[src/rtl/shift_reg2d_param.sv]
// shift_reg2d_param: DEPTH x WIDTH parallel-visible shift register with direction, clear, fill tracking and registered tap.
// Optional rotate feedback is enabled by defining SHIFT_REG2D_ROTATE_EN.
module shift_reg2d_param #(
  parameter int WIDTH = 4,
  parameter int DEPTH = 16,
  parameter int AW = $clog2(DEPTH)
) (
  input  logic                   clk,
  input  logic                   resetn,
  input  logic                   en,
  input  logic                   dir,
  input  logic                   clr,
  input  logic                   rot,
  input  logic [WIDTH-1:0]       in,
  input  logic [AW-1:0]          tap_sel,
  output logic [WIDTH-1:0]       tap_out,
  output logic [WIDTH*DEPTH-1:0] out_all,
  output logic [AW:0]            fill,
  output logic                   full
);
  localparam logic [AW:0] FMAX = (AW+1)'(DEPTH);
  logic [WIDTH*DEPTH-1:0] data, shifted;
  logic [WIDTH-1:0] feed, tap_val;
  logic count;
`ifdef SHIFT_REG2D_ROTATE_EN
  // A rotate recirculates the outgoing end stage and leaves the fill count alone.
  assign feed  = rot ? (dir ? data[WIDTH-1:0] : data[WIDTH*DEPTH-1 -: WIDTH]) : in;
  assign count = !rot;
`else
  logic unused_rot;
  assign unused_rot = rot;
  assign feed  = in;
  assign count = 1'b1;
`endif
  assign shifted = dir ? {feed, data[WIDTH*DEPTH-1:WIDTH]} : {data[WIDTH*(DEPTH-1)-1:0], feed};
  generate
    if (DEPTH == 2**AW) begin : g_pow2
      assign tap_val = data[tap_sel*WIDTH +: WIDTH];
    end else begin : g_npow2
      assign tap_val = ((AW+1)'(tap_sel) < FMAX) ? data[tap_sel*WIDTH +: WIDTH] : '0;
    end
  endgenerate
  always_ff @(posedge clk or negedge resetn) begin
    if (!resetn) begin
      data    <= '0;
      fill    <= '0;
      tap_out <= '0;
    end else begin
      tap_out <= tap_val;
      if (clr) begin
        data <= '0;
        fill <= '0;
      end else if (en) begin
        data <= shifted;
        if (count && fill != FMAX) fill <= fill + 1'b1;
      end
    end
  end
  assign out_all = data;
  assign full    = (fill == FMAX);
endmodule

[config.mk]
export PLATFORM = sky130hd
export DESIGN_NAME = shift_reg2d_param
export DESIGN_NICKNAME = d
export VERILOG_FILES = /design/src/rtl/shift_reg2d_param.sv
export SDC_FILE = /design/constraint.sdc
export NUM_CORES = 1
export LEC_CHECK = 0
export BUFFER_PORTS_ARGS = -buffer_cell sky130_fd_sc_hd__buf_2
export CORE_AREA = 2 2 78 95
export CTS_BUF_LIST = sky130_fd_sc_hd__clkbuf_8
export DETAILED_ROUTE_END_ITERATION = 7
export DIE_AREA = 0 0 80 97
export GPL_ROUTABILITY_DRIVEN = 0
export HOLD_SLACK_MARGIN = 0.02
export MAX_ROUTING_LAYER = met4
export PLACE_DENSITY_LB_ADDON = 0.08
export SLEW_MARGIN = 10
export SYNTH_ARGS = -nofsm -noshare
export SYNTH_HDL_FRONTEND = slang
export SYNTH_SLANG_ARGS = --single-unit
[constraint.sdc]
create_clock -name clk -period 2.4 [get_ports clk]
set_clock_uncertainty 0.2 [all_clocks]
set_input_delay 0 -clock clk [delete_from_list [all_inputs] [get_ports clk]]
set_output_delay 0 -clock clk [all_outputs]
set_load 0.01 [all_outputs]
==> metrics, run 1 <==
status=finished clean; layout cell share with drive strength beyond 1=0.2437; Crit Path Class=flip-flop to flip-flop; setup TNS=0 ps; DR vias=3265; ratio of final minimum period to clock period=0.8558; Synth area leader=dfrtp_1; die area=7760 um^2; r2r worst-path depth=4; Worst EP arrival=2080 ps; Clock Latency Late Sink=340 ps; syn nets=373; reg-to-reg startpoint=out_all[51]; Max Slew Vio Count=0; Pint=0.002057 W; fill count=523; VDD IR max=0.0003823 V; CP cell instances=mux4_1 -> nand3_1 -> dlygate4sd3_1 -> nand3_1; Cell Rows=33; register-to-register setup slack=350 ps; top_reg_cell synth=dfrtp_1; Synth area leaders=dfrtp_1 (46%), mux2i_1 (16%), a211oi_1 (12%); Required @ worst endpoint=2420 ps; H-Tree Depth=3; CTS Buf Count=9; vias in the first global route=3075; clock tree buffer depth=2; Root Driver=clkbuf_8; Stages on worst setup path=4; drt wl/cell=18.93 um; Slew @ Worst Pin=598.9 ps; post-route ant nets=0; M1 WL=4331 um; total track usage=0.2778; most frequent cells in the layout=buf_2 (84), dfrtp_1 (73), nor2_1 (67); initial core utilization=0.5916; Max Clock Freq=0.4869 GHz; switching power=0.0008246 W; Placement Cell Area=4462 um^2; drt total wl=9956 um; die height=97 um; DIE WIDTH=80 um; Synth Area in Compound Gates=0.1349; post-synth top area share=0.4560; cell mode on critical path=nand3_1; initial drt markers=220; Synth Area in XOR/XNOR=0.004372; switching share of power=0.2862; Critical path buffers and inverters=1; Via density=6.207; Slew HR=0.6007; simple-gate share of the synthesized area=0.08994; clock power share=0.337; P_leak=2.420 nW; main combinational cell family by area after synthesis=multiplexers; CTS tree=done; initial antenna violation count=0; antenna diode count=0; min Tclk post-route=2054 ps; met2 wire length=5004 um; IO Count=88; Avg Cell Area, Syn=11.22 um^2; largest net degree at the start of global routing=95; Hold Crit Class=primary input to asynchronous set/reset pin; Critical Path Start=out_all[51]; crit path launch type=flip-flop; highest metal used=met4; crit-path max FO=5; DRC Markers=0; post-synthesis sequential element count=73; cell count after synthesis=357; post-synthesis adder-cell area fraction=0.006246; grt total ovfl=0; sequential share of power=0.490; Top delay family on crit path=buffers and inverters; FFs w/ async S/R, synth=1.000; PortBufs=86; unrepaired setup endpoints after global routing=no; sequential fraction of the synthesis area=0.4560; Layout area overhead=18.74%; Hold Fails Final Rpt=0; area of the mapped netlist=4006 um^2; Logic pwr share=0.173; crit path capture type=flip-flop; Final setup viols=0; power per cell area=605.7 nW/um^2; dpl hpwl=6377 um; most common cell after layout, fill and taps aside=buf_2; mux cell area share after synthesis=0.2630; CP peak stage delay=560 ps; final net count=451; Synth cell types=23; Critical-path top delay cell=dlygate4sd3_1; number of synthesized flops with an enable pin=0; Syn. warnings=0; first-pass GRT wire length=16440 um; Post CTS Setup Buffer Count=0; Reg clk slew, reported paths=80 ps; metal3 WL=474 um; # clock sinks=73; DRT Pass-1 Iters=5; Max-Cap Viols=0; area of the core=6771 um^2; final instance area=4757 um^2
==> routing by layer <==
metal | vias to the layer above | track usage
met1 | 1642 | 0.3899
li1 | 1495 | -
met4 | 0 | 0.07692
met5 | - | -
met3 | 14 | 0.05597
met2 | 114 | 0.4147
==> synthesized netlist by cell type (2+ instances only) <==
master,number
dfrtp_1,73
nor2_1,67
a211oi_1,64
mux2i_1,64
clkbuf_1,18
mux4_1,14
buf_2,10
nand3_1,10
inv_1,5
a22oi_1,4
buf_1,4
nand2_1,4
a21oi_1,3
o21ai_0,3
ha_1,2
mux4_2,2
nand4_1,2
nor2b_1,2
xor2_1,2
==> stage by stage <==
step	hold WS (ps)	total power (W)	std cells	utilization	setup slack, ps
2_1_floorplan	-495.6	0.001724	357	-	697.3
3_3_place_gp	-135.9	0.001907	501	0.6589	689.3
3_5_place_dp	-136.7	0.001924	501	0.6589	636.3
4_1_cts	32.39	0.002903	526	0.7025	364.7
5_1_grt	56.44	0.003019	526	0.7025	291.2
6_report	25.82	0.002882	526	0.7025	346.2
==> power groups by stage <==
| stage | logic, W | registers [W] | clock network (W) |
|---|---|---|---|
| CTS | 0.000504 | 0.00141 | 0.000988 |
| global route | 0.000552 | 0.00142 | 0.00104 |
| detailed placement | 0.000490 | 0.00143 | 0 |
| floorplan | 0.000283 | 0.00144 | 0 |
| global placement | 0.000478 | 0.00143 | 0 |
| finish | 0.000499 | 0.00141 | 0.000971 |
==> worst paths after layout <==
check / end
worst min-delay path: out_all[10]
worst max-delay path: tap_out[3]
max in group asynchronous: out_all[28]
min in group clk: out_all[49]
worst min register to register: fill[4]
worst max register to register: tap_out[3]
==> worst register-to-register path: cells and delay by family, from the launching register on <==
family / cells / cell delay, ps
flops: 1 / 470
mux: 1 / 540
buf+inv: 1 / 560
simple gates: 2 / 180
==> what timing repair did <==
action                                 4_1_cts  5_1_grt
resized for setup                            0        0
hold buffers                                10        0
endpoints found under the hold margin      105        0
==> sequential cells by signal, summed over array words and instances (netlist names) <==
signal / cells
fill: 5
out_all: 64
tap_out: 4
==> final cells by class <==
| cell class | count | area (um^2) | share of cell area |
|---|---|---|---|
| Tap cell | 87 | 108.9 | 0.02288 |
| Timing Repair Buffer | 101 | 610.6 | 0.1284 |
| Sequential cell | 73 | 1827 | 0.3840 |
| Inverter | 5 | 18.77 | 0.003945 |
| Multi-Input combinational cell | 245 | 1997 | 0.4198 |
| Clock inverter | 4 | 43.79 | 0.009206 |
| Clock buffer | 11 | 151.4 | 0.03183 |
==> cell families after synthesis <==
kind of cell,count (synthesis)
simple gates,87
xor+xnor,2
compound gates,74
fa+ha+maj,2
mux,80
flops,73
buf+inv,39
Power figures use the tool's default switching activity.
==> run 2: changes to the inputs <==
--- a/config.mk
+++ b/config.mk
@@ -14,7 +14,7 @@
 export HOLD_SLACK_MARGIN = 0.02
 export MAX_ROUTING_LAYER = met4
 export PLACE_DENSITY_LB_ADDON = 0.08
-export SLEW_MARGIN = 10
+export RECOVER_POWER = 25
 export SYNTH_ARGS = -nofsm -noshare
 export SYNTH_HDL_FRONTEND = slang
 export SYNTH_SLANG_ARGS = --single-unit
==> metrics, run 2 (synthesized netlist as in run 1, its figures left out) <==
layout cell share with drive strength beyond 1=0.2415; drt total wl=9954 um; first-pass GRT wire length=16440 um; antenna diode count=0; largest net degree at the start of global routing=95; Crit Path Class=flip-flop to flip-flop; cell count after placement=501; Max-Cap Viols=0; vias in the first global route=3075; register area=1827 um^2; Required @ worst endpoint=2420 ps; fin cells=526; Max Slew Vio Count=0; power per cell area=605.8 nW/um^2; Clock Latency Late Sink=340 ps; most frequent cells in the layout=buf_2 (83), dfrtp_1 (73), nor2_1 (67); Max Clock Freq=0.4869 GHz; Slew @ Worst Pin=598.9 ps; grt total ovfl=0; die area=7760 um^2; DRT Pass-1 Iters=5; clock tree buffer depth=2; Post CTS Setup Buffer Count=0; Layout area overhead=18.71%; CTS tree=done; final net count=451; post-route ant nets=0; Hold Fails Final Rpt=0; P_leak=2.417 nW; Worst EP arrival=2080 ps; CTS Buf Count=9; drt wl/cell=18.92 um; final worst setup slack=346.2 ps; Slew HR=0.6007; crit path launch type=flip-flop; initial antenna violation count=0; Cell Rows=33; H-Tree Depth=3; # clock sinks=73; ratio of final minimum period to clock period=0.8558; initial drt markers=220; DRC Markers=0; unrepaired setup endpoints after global routing=no; setup TNS=0 ps; crit path capture type=flip-flop; initial core utilization=0.5916; Hold Crit Class=primary input to asynchronous set/reset pin; status=finished clean; pre-CTS setup slack=636.3 ps; DR vias=3265; die height=97 um; Final setup viols=0; crit-path max FO=5; most common cell after layout, fill and taps aside=buf_2; PortBufs=86; Reg clk slew, reported paths=80 ps; min Tclk post-route=2054 ps; area of the core=6771 um^2; r2r worst-path depth=4; dpl hpwl=6377 um; area of the multi-input gates=1997 um^2; total track usage=0.2778; fill count=524; IO Count=88; VDD IR max=0.0003823 V; Via density=6.207; Root Driver=clkbuf_8; number of flip-flops under the largest register name=64; DIE WIDTH=80 um
==> run 2: cell types whose count changed in the layout (fill, tap and decap cells not counted) <==
cell,previous run,this run
clkbuf_1,0,1
buf_2,84,83
==> run 2: critical path, cell delays in order (launching register included) <==
cell	delay [ps]
dfrtp_1	470
mux4_1	540
nand3_1	110
dlygate4sd3_1	560
nand3_1	70
==> run 2: worst paths after layout <==
path                       slack (ps)           to        start
setup / recovery                  350   tap_out[3]  out_all[51]
hold / removal                     70  out_all[10]       resetn
setup reg to reg                  350   tap_out[3]  out_all[51]
hold reg to reg                   380      fill[4]      fill[4]
max in group asynchronous        1630  out_all[28]       resetn
min in group clk                  130  out_all[49]          dir
==> run 2: final cells by class <==
class | count | share of cell area
Clock inverter | 4 | 0.009208
Inverter | 5 | 0.003946
Multi-Input combinational cell | 245 | 0.4199
Timing Repair Buffer | 101 | 0.1281
Sequential cell | 73 | 0.3841
Tap cell | 87 | 0.02289
Clock buffer | 11 | 0.03183
==> run 2: per-stage QoR <==
step | total power, W | instance area [um^2] | utilization | hold WS, ps
after global routing | 0.003019 | 4756 | 0.7023 | 112.1
after global placement | 0.001907 | 4462 | 0.6589 | -135.9
after detailed placement | 0.001924 | 4462 | 0.6589 | -136.7
after CTS | 0.002903 | 4757 | 0.7025 | 32.39
after floorplan | 0.001724 | 4006 | - | -495.6
final | 0.002881 | 4756 | 0.7023 | 70.55
==> run 2: layer usage <==
layer  vias up  routed length, um  GRT usage
met1      1642               4329     0.3899
met4         0                145    0.07692
met3        14                474    0.05597
li1       1495                  -          -
met2       114               5004     0.4147
met5         -                  0          -
==> run 2: power by group <==
group	total, W	internal, W	switching [W]
sequential	0.00141	0.00131	0.000105
clock	0.000971	0.000525	0.000446
combinational	0.000499	0.000225	0.000274
==> run 2: timing repair <==
item / 4_1_cts / 5_1_grt
hold endpoints to repair: 105 / 0
hold buffers: 10 / 0
gates resized for setup: 0 / 0
==> run 3: changes to the inputs <==
==> constraint.sdc (replaced) <==
create_clock -name clk -period 2.5 [get_ports clk]
set_clock_uncertainty 0.2 [all_clocks]
set_input_delay 0 -clock clk [delete_from_list [all_inputs] [get_ports clk]]
set_output_delay 0 -clock clk [all_outputs]
set_load 0.01 [all_outputs]
==> metrics, run 3 (synthesized netlist as in run 1, its figures left out) <==
Final setup viols=0; die area=7760 um^2; CP peak stage delay=590 ps; DRT Pass-1 Iters=5; H-Tree Depth=3; Critical path buffers and inverters=4; min Tclk post-route=2204 ps; crit path launch type=primary input; CTS Buf Count=9; Slew HR=-0.05207; Clock Latency Late Sink=350 ps; Slew @ Worst Pin=1578 ps; area of the multi-input gates=1997 um^2; VDD IR max=0.0004296 V; Worst EP arrival=2290 ps; ratio of final minimum period to clock period=0.8816; Worst Setup EP=out_all[1]; area of the core=6771 um^2; grt total ovfl=0; register-to-register setup slack=510 ps; worst reg2reg path endpoint=tap_out[1]; most frequent cells in the layout=dfrtp_1 (73), nor2_1 (67), mux2i_1 (64), a211oi_1 (64), buf_2 (55); number of flip-flops under the largest register name=64; Max Clock Freq=0.4537 GHz; crit path capture type=flip-flop; DRC Markers=0; initial core utilization=0.5916; Layout area overhead=19.61%; die height=97 um; Critical-path top delay cell=dlygate4sd3_1; Via density=6.169; dpl hpwl=6889 um; Post CTS Setup Buffer Count=0; initial antenna violation count=0; antenna diode count=0; register area=1827 um^2; Reg clk slew, reported paths=80 ps; r2r worst-path depth=4; DIE WIDTH=80 um; drt total wl=10320 um; P_leak=2.339 nW; # clock sinks=73; Crit Path Class=primary input to flip-flop; Required @ worst endpoint=2590 ps; Root Driver=clkbuf_8; vias in the first global route=3184; first-pass GRT wire length=17040 um; DR vias=3276; initial drt markers=277; Critical Path Start=en; largest net degree at the start of global routing=89; drt wl/cell=19.44 um; violated checks=capacitance limit, slew limit; final worst setup slack=296.1 ps; pre-CTS setup slack=751.2 ps; Cell Rows=33; WHS=84.59 ps; Core Util, Final=0.7077; status=finished with violations; final net count=455; reg-to-reg startpoint=out_all[53]; most common cell after layout, fill and taps aside=dfrtp_1; clock tree buffer depth=2; unrepaired setup endpoints after global routing=no; Max Slew Vio Count=28; setup TNS=0 ps; Hold Crit Depth=3; Hold Fails Final Rpt=0; IO Count=88; Max-Cap Viols=1; power per cell area=605.8 nW/um^2; Hold Crit Class=primary input to flip-flop; layout cell share with drive strength beyond 1=0.1824; Stages on worst setup path=6; CTS tree=done; CP cell instances=dlygate4sd3_1 -> buf_4 -> buf_12 -> nor2_1 -> a211oi_1 -> dlygate4sd3_1; crit-path max FO=88; fill count=523; cell mode on critical path=dlygate4sd3_1; post-route ant nets=0; Top delay family on crit path=buffers and inverters; PortBufs=86; total track usage=0.2904
==> run 3: changes by cell type in the layout (fill, tap and decap cells not counted), sizes merged <==
cell and change:
clkbuf +28, dlygate4sd3 +3, bufinv +1, inv -1, buf -27, clkinvlp +1
==> run 3: area by class of cell <==
type | count | area share
flip-flops and latches | 73 | 0.3812
inverters | 5 | 0.003916
repair buffers | 105 | 0.1277
clock buffers | 11 | 0.03159
clock inverters | 5 | 0.01619
multi-input cells | 245 | 0.4167
well taps | 87 | 0.02272
==> run 3: routing by layer <==
layer,routed length (um),track usage,vias up
met2,5244,0.4340,106
met5,0,-,-
li1,-,-,1514
met3,479,0.04291,17
met1,4416,0.4021,1639
met4,184,0.1121,0
==> run 3: worst min-delay path by stage <==
stage,startpoint,end
final,dir,out_all[48]
after global routing,dir,out_all[48]
after CTS,resetn,out_all[18]
after detailed placement,resetn,out_all[6]
after global placement,resetn,out_all[6]
after floorplan,resetn,fill[0]
==> run 3: repair_timing <==
action                                 CTS  global route
setup endpoints to repair                0             0
endpoints found under the hold margin  121             0
hold buffers                            13             0
resized for setup                        0             0
==> run 3: worst reg2reg max path, cell delays in order (launching register included) <==
cell	delay [ps]
dfrtp_1	430
mux4_1	520
nand3_1	90
dlygate4sd3_1	550
nand3_1	80
==> run 3: per-stage QoR <==
stage | instances | power, W | cell area, um^2
after detailed placement | 502 | 0.001851 | 4469
after global placement | 502 | 0.001831 | 4469
after CTS | 531 | 0.002924 | 4828
after global routing | 531 | 0.003025 | 4792
final | 531 | 0.002903 | 4792
after floorplan | 357 | 0.001655 | 4006
==> run 3: power by group <==
part / internal (W) / switching (W)
registers: 0.00125 / 0.000102
clock network: 0.000613 / 0.000452
logic: 0.000213 / 0.000269
